## src/rtl/mac_result_serializer.sv

```systemverilog
// Frames MAC accumulator results as byte streams: header {4'hA, seq} then the data bytes, MSB first.
// Has a one-entry pending buffer so a back-to-back result can chain frames with no idle cycle.
module mac_result_serializer #(
  parameter int WIDTH  = 41,
  parameter int NBYTES = 6
) (
  input  logic             clk,
  input  logic             rst_n,
  input  logic             ena,
  input  logic             in_valid,
  input  logic [WIDTH-1:0] in_data,
  output logic             in_ready,
  output logic [7:0]       out_data,
  output logic             out_valid,
  input  logic             out_ready,
  output logic             out_last
);

  localparam int SW   = NBYTES * 8;
  localparam int IW   = (NBYTES > 1) ? $clog2(NBYTES) : 1;
  localparam int LAST = NBYTES - 1;

  typedef enum logic [1:0] {IDLE, HDR, DATA} state_t;

  state_t          state;
  logic [IW-1:0]   idx;
  logic [IW-1:0]   idx_nxt;
  logic [3:0]      seq;
  logic [SW-1:0]   shift;
  logic [SW-1:0]   pend;
  logic            pend_full;
  logic [SW-1:0]   in_ext;
  logic [7:0]      out_q;
  logic            valid_q;
  logic            last_q;
  logic            in_fire;
  logic            out_fire;
  logic            idx_last;

  assign in_ext    = SW'(in_data);
  assign in_ready  = ena && !pend_full;
  assign out_valid = ena && valid_q;
  assign out_data  = out_q;
  assign out_last  = last_q;
  assign in_fire   = in_valid && in_ready;
  assign out_fire  = out_valid && out_ready;
  assign idx_nxt   = idx + 1'b1;
  assign idx_last  = (idx == IW'(LAST));

  // The next byte is always taken from the top of shift, which moves up one byte per transfer.
  always_ff @(posedge clk or negedge rst_n) begin
    if (!rst_n) begin
      state     <= IDLE;
      idx       <= '0;
      seq       <= '0;
      shift     <= '0;
      pend      <= '0;
      pend_full <= 1'b0;
      out_q     <= 8'h00;
      valid_q   <= 1'b0;
      last_q    <= 1'b0;
    end else if (ena) begin
      case (state)
        IDLE: begin
          if (in_fire) begin
            shift   <= in_ext;
            state   <= HDR;
            out_q   <= {4'hA, seq};
            valid_q <= 1'b1;
            last_q  <= 1'b0;
          end
        end
        HDR: begin
          if (in_fire) begin
            pend      <= in_ext;
            pend_full <= 1'b1;
          end
          if (out_fire) begin
            state  <= DATA;
            idx    <= '0;
            out_q  <= shift[SW-1 -: 8];
            shift  <= shift << 8;
            last_q <= (NBYTES == 1);
          end
        end
        DATA: begin
          if (out_fire && idx_last) begin
            seq    <= seq + 4'd1;
            last_q <= 1'b0;
            idx    <= '0;
            // Chain straight into the next header when a result is waiting.
            if (pend_full) begin
              shift     <= pend;
              pend_full <= 1'b0;
              state     <= HDR;
              out_q     <= {4'hA, seq + 4'd1};
            end else if (in_fire) begin
              shift <= in_ext;
              state <= HDR;
              out_q <= {4'hA, seq + 4'd1};
            end else begin
              state   <= IDLE;
              valid_q <= 1'b0;
            end
          end else begin
            if (in_fire) begin
              pend      <= in_ext;
              pend_full <= 1'b1;
            end
            if (out_fire) begin
              idx    <= idx_nxt;
              out_q  <= shift[SW-1 -: 8];
              shift  <= shift << 8;
              last_q <= (idx_nxt == IW'(LAST));
            end
          end
        end
        default: begin
          state   <= IDLE;
          valid_q <= 1'b0;
          last_q  <= 1'b0;
        end
      endcase
    end
  end

endmodule

```

## config.mk

```make
export PLATFORM = sky130hd
export DESIGN_NAME = mac_result_serializer
export DESIGN_NICKNAME = d
export VERILOG_FILES = /design/src/rtl/mac_result_serializer.sv
export SDC_FILE = /design/constraint.sdc
export NUM_CORES = 1
export LEC_CHECK = 0
export ABC_CLOCK_PERIOD_IN_PS = 4040
export CORE_UTILIZATION = 55
export CTS_BUF_LIST = sky130_fd_sc_hd__clkbuf_8
export DETAILED_ROUTE_END_ITERATION = 10
export GPL_TIMING_DRIVEN = 0
export PLACE_DENSITY = 0.88
export REMOVE_ABC_BUFFERS = 1
export SYNTH_ARGS = -nofsm -noshare
export SYNTH_HDL_FRONTEND = slang
export SYNTH_SLANG_ARGS = --single-unit
```

## constraint.sdc

```tcl
create_clock -name clk -period 4.04 [get_ports clk]
set_input_delay 0.404 -clock clk [delete_from_list [all_inputs] [get_ports clk]]
set_output_delay 0.404 -clock clk [all_outputs]
set_load 0.03 [all_outputs]
```

==> impl_metrics.tcl, run 1 <==
set metrics [dict create \
    area_growth_pct 12.6 \
    finalClockSkew_ns 0.0165 \
    peakVddDrop_v 0.000463 \
    p_sw_mw 2.04 \
    ys_seq_elements 109 \
    grt_util_all_layers 0.281 \
    crit_slowest_cell "clkdlybuf4s50_1" \
    ys_warn_count 0 \
    comb_power_share 0.476 \
    final_util 0.642 \
    setup_ws_ns 0.441 \
    drive_above_1_share 0.196 \
    cp.required_ns 4.31 \
    status "complete, no violations" \
    clock-root-buffer "clkbuf_8" \
    switching_share 0.406 \
    grt_max_degree 61 \
    min_path_type "in -> async" \
    slowest_delay_ns 0.99 \
    die_w_microns 108 \
    rows 38 \
    initial_utilization 0.570 \
    p_per_area_nw_per_um2 717 \
    avgRoutedWirePerCell_microns 20.2 \
    hold_viol 0 \
    num_antenna_cells 0 \
    clkSinkCount 109 \
    final_nets 686 \
    min_period_ns 3.60 \
    crit_arrival_ns 3.87 \
    die_area_sq_um 11800 \
    rsz0062_at_grt "no" \
    start_kind "input pin" \
    drt-total-wl_microns 15700 \
    clkTransAtPathRegs_ns 0.11 \
    netlist_instances 605 \
    port_buffers 56 \
    drc 0 \
    worstPathCellList "clkdlybuf4s50_1, nor2b_4, nand2_2, or3_2, buf_12, mux2_4" \
    critical_path_class "in -> reg" \
    drt_iter0_markers 556 \
    synth_edf_count 0 \
    synth.yosys.seq_area_share 0.438 \
    synth.avg_cell_area_sq_um 10.3 \
    slew_headroom 0.196 \
    antenna_left 0 \
    clkLatencyLatePin_ns 0.38 \
    synth-main-ff-cell "dfrtp_1" \
    dieHeight_microns 108 \
    htreeDepth 3 \
    path_max_fanout 33 \
    pwr-share-clk 0.132 \
    nFillCells 856 \
    setup_violations 0 \
    grt_pass1_vias 5209 \
    grt_pass1_wl_microns 25700 \
    ios 57 \
    num_vias 5133 \
    clockBufferDepth 2 \
    ys_async_sr_fraction 1.00 \
    fmax_mhz 278 \
    slew_violations 0 \
    numCtsBuffers 9 \
    ys_types 56 \
    drt_pass1_iterations 5 \
    hold_buffers 0 \
    synthesis.area_sq_um 6230 \
    dp_hpwl_microns 10200 \
    antenna_found_initial 0 \
    grt_overflow 0 \
    critical_path.endpoint_type "flop" \
    finalPower_mw 5.03 \
    fin_crit_sh 0.891 \
    tritoncts "yes" \
    tns_ns 0 \
    gp_congestion 0.784 \
    worst_pin_slew_ns 1.20 \
    core_sq_um 10900 \
    seqPwrFrac 0.392 \
    p_int_mw 2.99 \
    vias_per_cell 6.61 \
    pre_cts_ws_ns -0.227 \
    power.leakage_nw 3.05 \
    drv_cap 0 \
    holdWs_ns 0.0459 \
]
## layout by cell type, fill, tap and decap left out, drive strengths merged, types with 3 or more instances in the layout
master         Yosys  routed
a221oi            30      30
a211oi             3       3
nor2              36      36
a21o               3       3
a22o               7       7
a221o              3       3
clkinvlp           0       3
o211ai             3       3
mux2i              6       6
and3               3       3
nand2             90      90
o2bb2ai            4       4
or3                3       3
clkdlybuf4s50      0      55
ha                 8       8
mux2              72      72
nand3             12      12
a22oi              7       7
clkbuf            19       9
dfrtp            109     109
nor3               5       5
o21ai             30      30
xnor2              3       3
nor2b              3       3
buf               26       6
a21oi             85      85
inv               10      12
## layout make-up
class	instances	area [sq um]	share of cell area
inverter	10	37.5	0.00535
multi-input combinational	441	3200	0.456
sequential	109	2730	0.389
clock buffer	9	124	0.0177
timing repair buffer	61	681	0.0970
tap	140	175	0.0250
clock inverter	7	68.8	0.00981
## cells in the mapped netlist, types with 3 or more instances
library cell	count	share of area
dfrtp_1	109	0.44
nand2_1	89	0.054
a21oi_1	74	0.059
mux2_4	40	0.096
nor2_1	36	0.022
mux2_2	32	0.058
o21ai_0	28	0.022
a221oi_1	20	0.028
clkbuf_1	19	0.011
buf_2	12	0.0096
nand3_1	12	0.0096
a21oi_2	11	0.015
a221oi_2	10	0.024
buf_6	10	0.018
inv_1	10	0.0060
ha_1	8	0.016
a22o_1	7	0.0098
a22oi_1	7	0.0084
mux2i_1	6	0.0096
o2bb2ai_1	4	0.0056
a211oi_1	3	0.0036
a221o_1	3	0.0048
and3_1	3	0.0030
buf_4	3	0.0036
nor3_1	3	0.0024
o211ai_1	3	0.0036
or3_1	3	0.0030
xnor2_1	3	0.0042
## state kept, by name, indices dropped and copies added (netlist names)
name       count
pend          41
out_data       8
seq            4
shift         48
valid_q        1
state          2
idx            3
out_last       1
pend_full      1
## logic make-up (layout without fill, tap and decap cells)
family | after synthesis | count (layout) | share of synthesized area
AO/OA/AOI/OAI | 190 | 190 | 0.212
XOR/XNOR | 5 | 5 | 0.00703
adder cells (fa/ha/maj) | 8 | 8 | 0.0161
buffers and inverters | 55 | 87 | 0.0520
flip-flops | 109 | 109 | 0.438
multiplexers | 78 | 78 | 0.164
AND/OR/NAND/NOR | 160 | 160 | 0.111
## repair_timing
item / CTS / global route
resized for setup: 0 / 1
setup endpoints to repair: 0 / 7
buffers inserted: 0 / 0
## worst max-delay path: cells and delay by family
| kind | cells | cell delay, ns |
|---|---|---|
| mux | 1 | 0.32 |
| buf+inv | 2 | 1.30 |
| simple gates | 3 | 1.81 |
## routing by layer
metal,routed length (microns),GRT usage,vias up
met1,6330,0.368,2547
met3,1180,0.0313,45
li1,-,-,2256
met5,0,0,-
met4,423,0.135,0
met2,7750,0.465,285
## per-stage QoR
stage,cells,instance area [sq um]
2_1_floorplan,560,5940
3_3_place_gp,756,6680
3_5_place_dp,761,6820
4_1_cts,777,7010
5_1_grt,777,7020
6_report,777,7020
## power by group through the flow
stage               clock (mW)  combinational, mW  sequential [mW]
floorplan                    0               1.69             1.90
global placement             0               2.16             1.92
detailed placement           0               2.36             1.97
CTS                      0.665               2.37             1.95
global route             0.710               2.61             2.02
finish                   0.664               2.39             1.97
## final timing paths
kind / from / end / slack (ns) / depth (start not counted)
worst min register to register: out_data[7] / out_data[7] / 0.50 / 1
max in group asynchronous: rst_n / shift[37] / 3.25 / 2
worst min-delay path: rst_n / out_last / 0.05 / 1
worst max register to register: pend_full / pend[40] / 0.71 / 5
worst max-delay path: ena / pend[27] / 0.44 / 6
min in group clk: out_data[7] / out_data[7] / 0.50 / 1
Note: power is estimated with default switching activity, not from simulation.
==> inputs of run 2 (changes only) <==
CTS_CLUSTER_DIAMETER = 60   (was not set)
SKIP_CTS_REPAIR_TIMING = 1   (was not set)
SLEW_MARGIN = 20   (was not set)
==> run 2 against run 1 <==
Utilization grew 0.45 points. Clock-buffer cell count is the same. First-iteration DRC count shrank 18%. Clock power shrank 11%. Critical endpoint is now shift[1].
==> impl_metrics.tcl, run 2 (synthesized netlist as in run 1, its figures left out) <==
set metrics [dict create \
    status "complete, no violations" \
    drc 0 \
    grt_pass1_vias 5141 \
    grt_pass1_wl_microns 25900 \
    path_max_fanout 33 \
    slew_violations 0 \
    vias_per_cell 6.50 \
    min_delay_path_depth 1 \
    rr_startpoint "pend_full" \
    worstPathCellList "clkdlybuf4s50_1, nor2b_4, nand2_2, nor3_1, a22oi_1, o21ai_0" \
    die_area_sq_um 11800 \
    nFillCells 835 \
    finalPower_mw 4.97 \
    place_area_sq_um 6900 \
    cp.required_ns 4.31 \
    whs_endpoint "out_data[7]" \
    critical_path_class "in -> reg" \
    grt_overflow 0 \
    clkSinkCount 109 \
    tns_ns 0 \
    crit_arrival_ns 3.66 \
    hold_viol 0 \
    grt_util_all_layers 0.285 \
    worst-path-buf-inv 1 \
    fmax_mhz 296 \
    htreeDepth 3 \
    final_cell_mix "109 x dfrtp_1, 89 x nand2_1, 74 x a21oi_1" \
    placedCellCount 764 \
    grt_max_degree 61 \
    avgRoutedWirePerCell_microns 20.1 \
    peakVddDrop_v 0.000478 \
    port_buffers 56 \
    gp_congestion 0.784 \
    num_antenna_cells 0 \
    start_kind "input pin" \
    regMostFlops "shift" \
    initial_utilization 0.570 \
    worstReg2RegEnd "pend[40]" \
    clockBufferDepth 2 \
    path_delay_family "simple AND/OR/NAND/NOR gates" \
    min_period_ns 3.38 \
    dp_hpwl_microns 10500 \
    largest_reg_flops 48 \
    crit_slowest_cell "nor3_1" \
    critical_path.endpoint_type "flop" \
    area_growth_pct 13.4 \
    worstRegToRegCells 5 \
    final_nets 690 \
    drive_above_1_share 0.200 \
    setup_violations 0 \
    fin_crit_sh 0.837 \
    slew_headroom 0.292 \
    die_w_microns 108 \
    final_cells 781 \
    layout_commonest_cell "dfrtp_1" \
    core_sq_um 10900 \
    num_vias 5076 \
    numCtsBuffers 9 \
    min_path_type "reg -> reg" \
    rsz0062_at_grt "no" \
    drv_cap 0 \
    ios 57 \
    pre_cts_ws_ns 0.289 \
    clock-root-buffer "clkbuf_8" \
    holdWs_ns 0.505 \
    dieHeight_microns 108 \
    worst_pin_slew_ns 1.05 \
    tritoncts "yes" \
    setup_ws_ns 0.657 \
    rows 38 \
    clkTransAtPathRegs_ns 0.11 \
    drt_pass1_iterations 5 \
    antenna_found_initial 0 \
    power.leakage_nw 3.09 \
    p_per_area_nw_per_um2 703 \
    hp-start "out_data[7]" \
    slowest_delay_ns 1.03 \
    postLayoutCellArea_sq_um 7060 \
    drt_iter0_markers 454 \
    reg2reg_slack_ns 0.97 \
    finalClockSkew_ns 0.0194 \
    antenna_left 0 \
    crit_start "ena" \
    final_util 0.646 \
    clkLatencyLatePin_ns 0.38 \
    drt-total-wl_microns 15700 \
]
run 2: per-layer routing:
layer | track usage | share of wire
met1 | 0.369 | 0.41
met2 | 0.471 | 0.50
met3 | 0.0464 | 0.061
met4 | 0.124 | 0.028
met5 | 0 | 0
run 2: area by class of cell:
cell class / count / area, sq um / area share
multi-input cells: 441 / 3210 / 0.454
flip-flops and latches: 109 / 2730 / 0.386
repair buffers: 65 / 759 / 0.108
well taps: 140 / 175 / 0.0248
clock buffers: 9 / 124 / 0.0175
inverters: 10 / 37.5 / 0.00531
clock inverters: 7 / 35.0 / 0.00496
run 2: where the power goes:
part           leakage [nW]  switching, mW  internal, mW
clock                0.0911          0.374         0.217
sequential             1.35          0.407          1.56
combinational          1.64           1.25          1.17
total                  3.09           2.03          2.94
run 2: worst max-delay path by stage:
stage | to | slack [ns] | cells after the start
2_1_floorplan | shift[7] | 0.02 | 5
3_3_place_gp | shift[7] | -2.15 | 5
3_5_place_dp | shift[1] | 0.29 | 6
4_1_cts | shift[1] | 0.70 | 6
5_1_grt | shift[1] | 0.52 | 6
6_report | shift[1] | 0.66 | 6
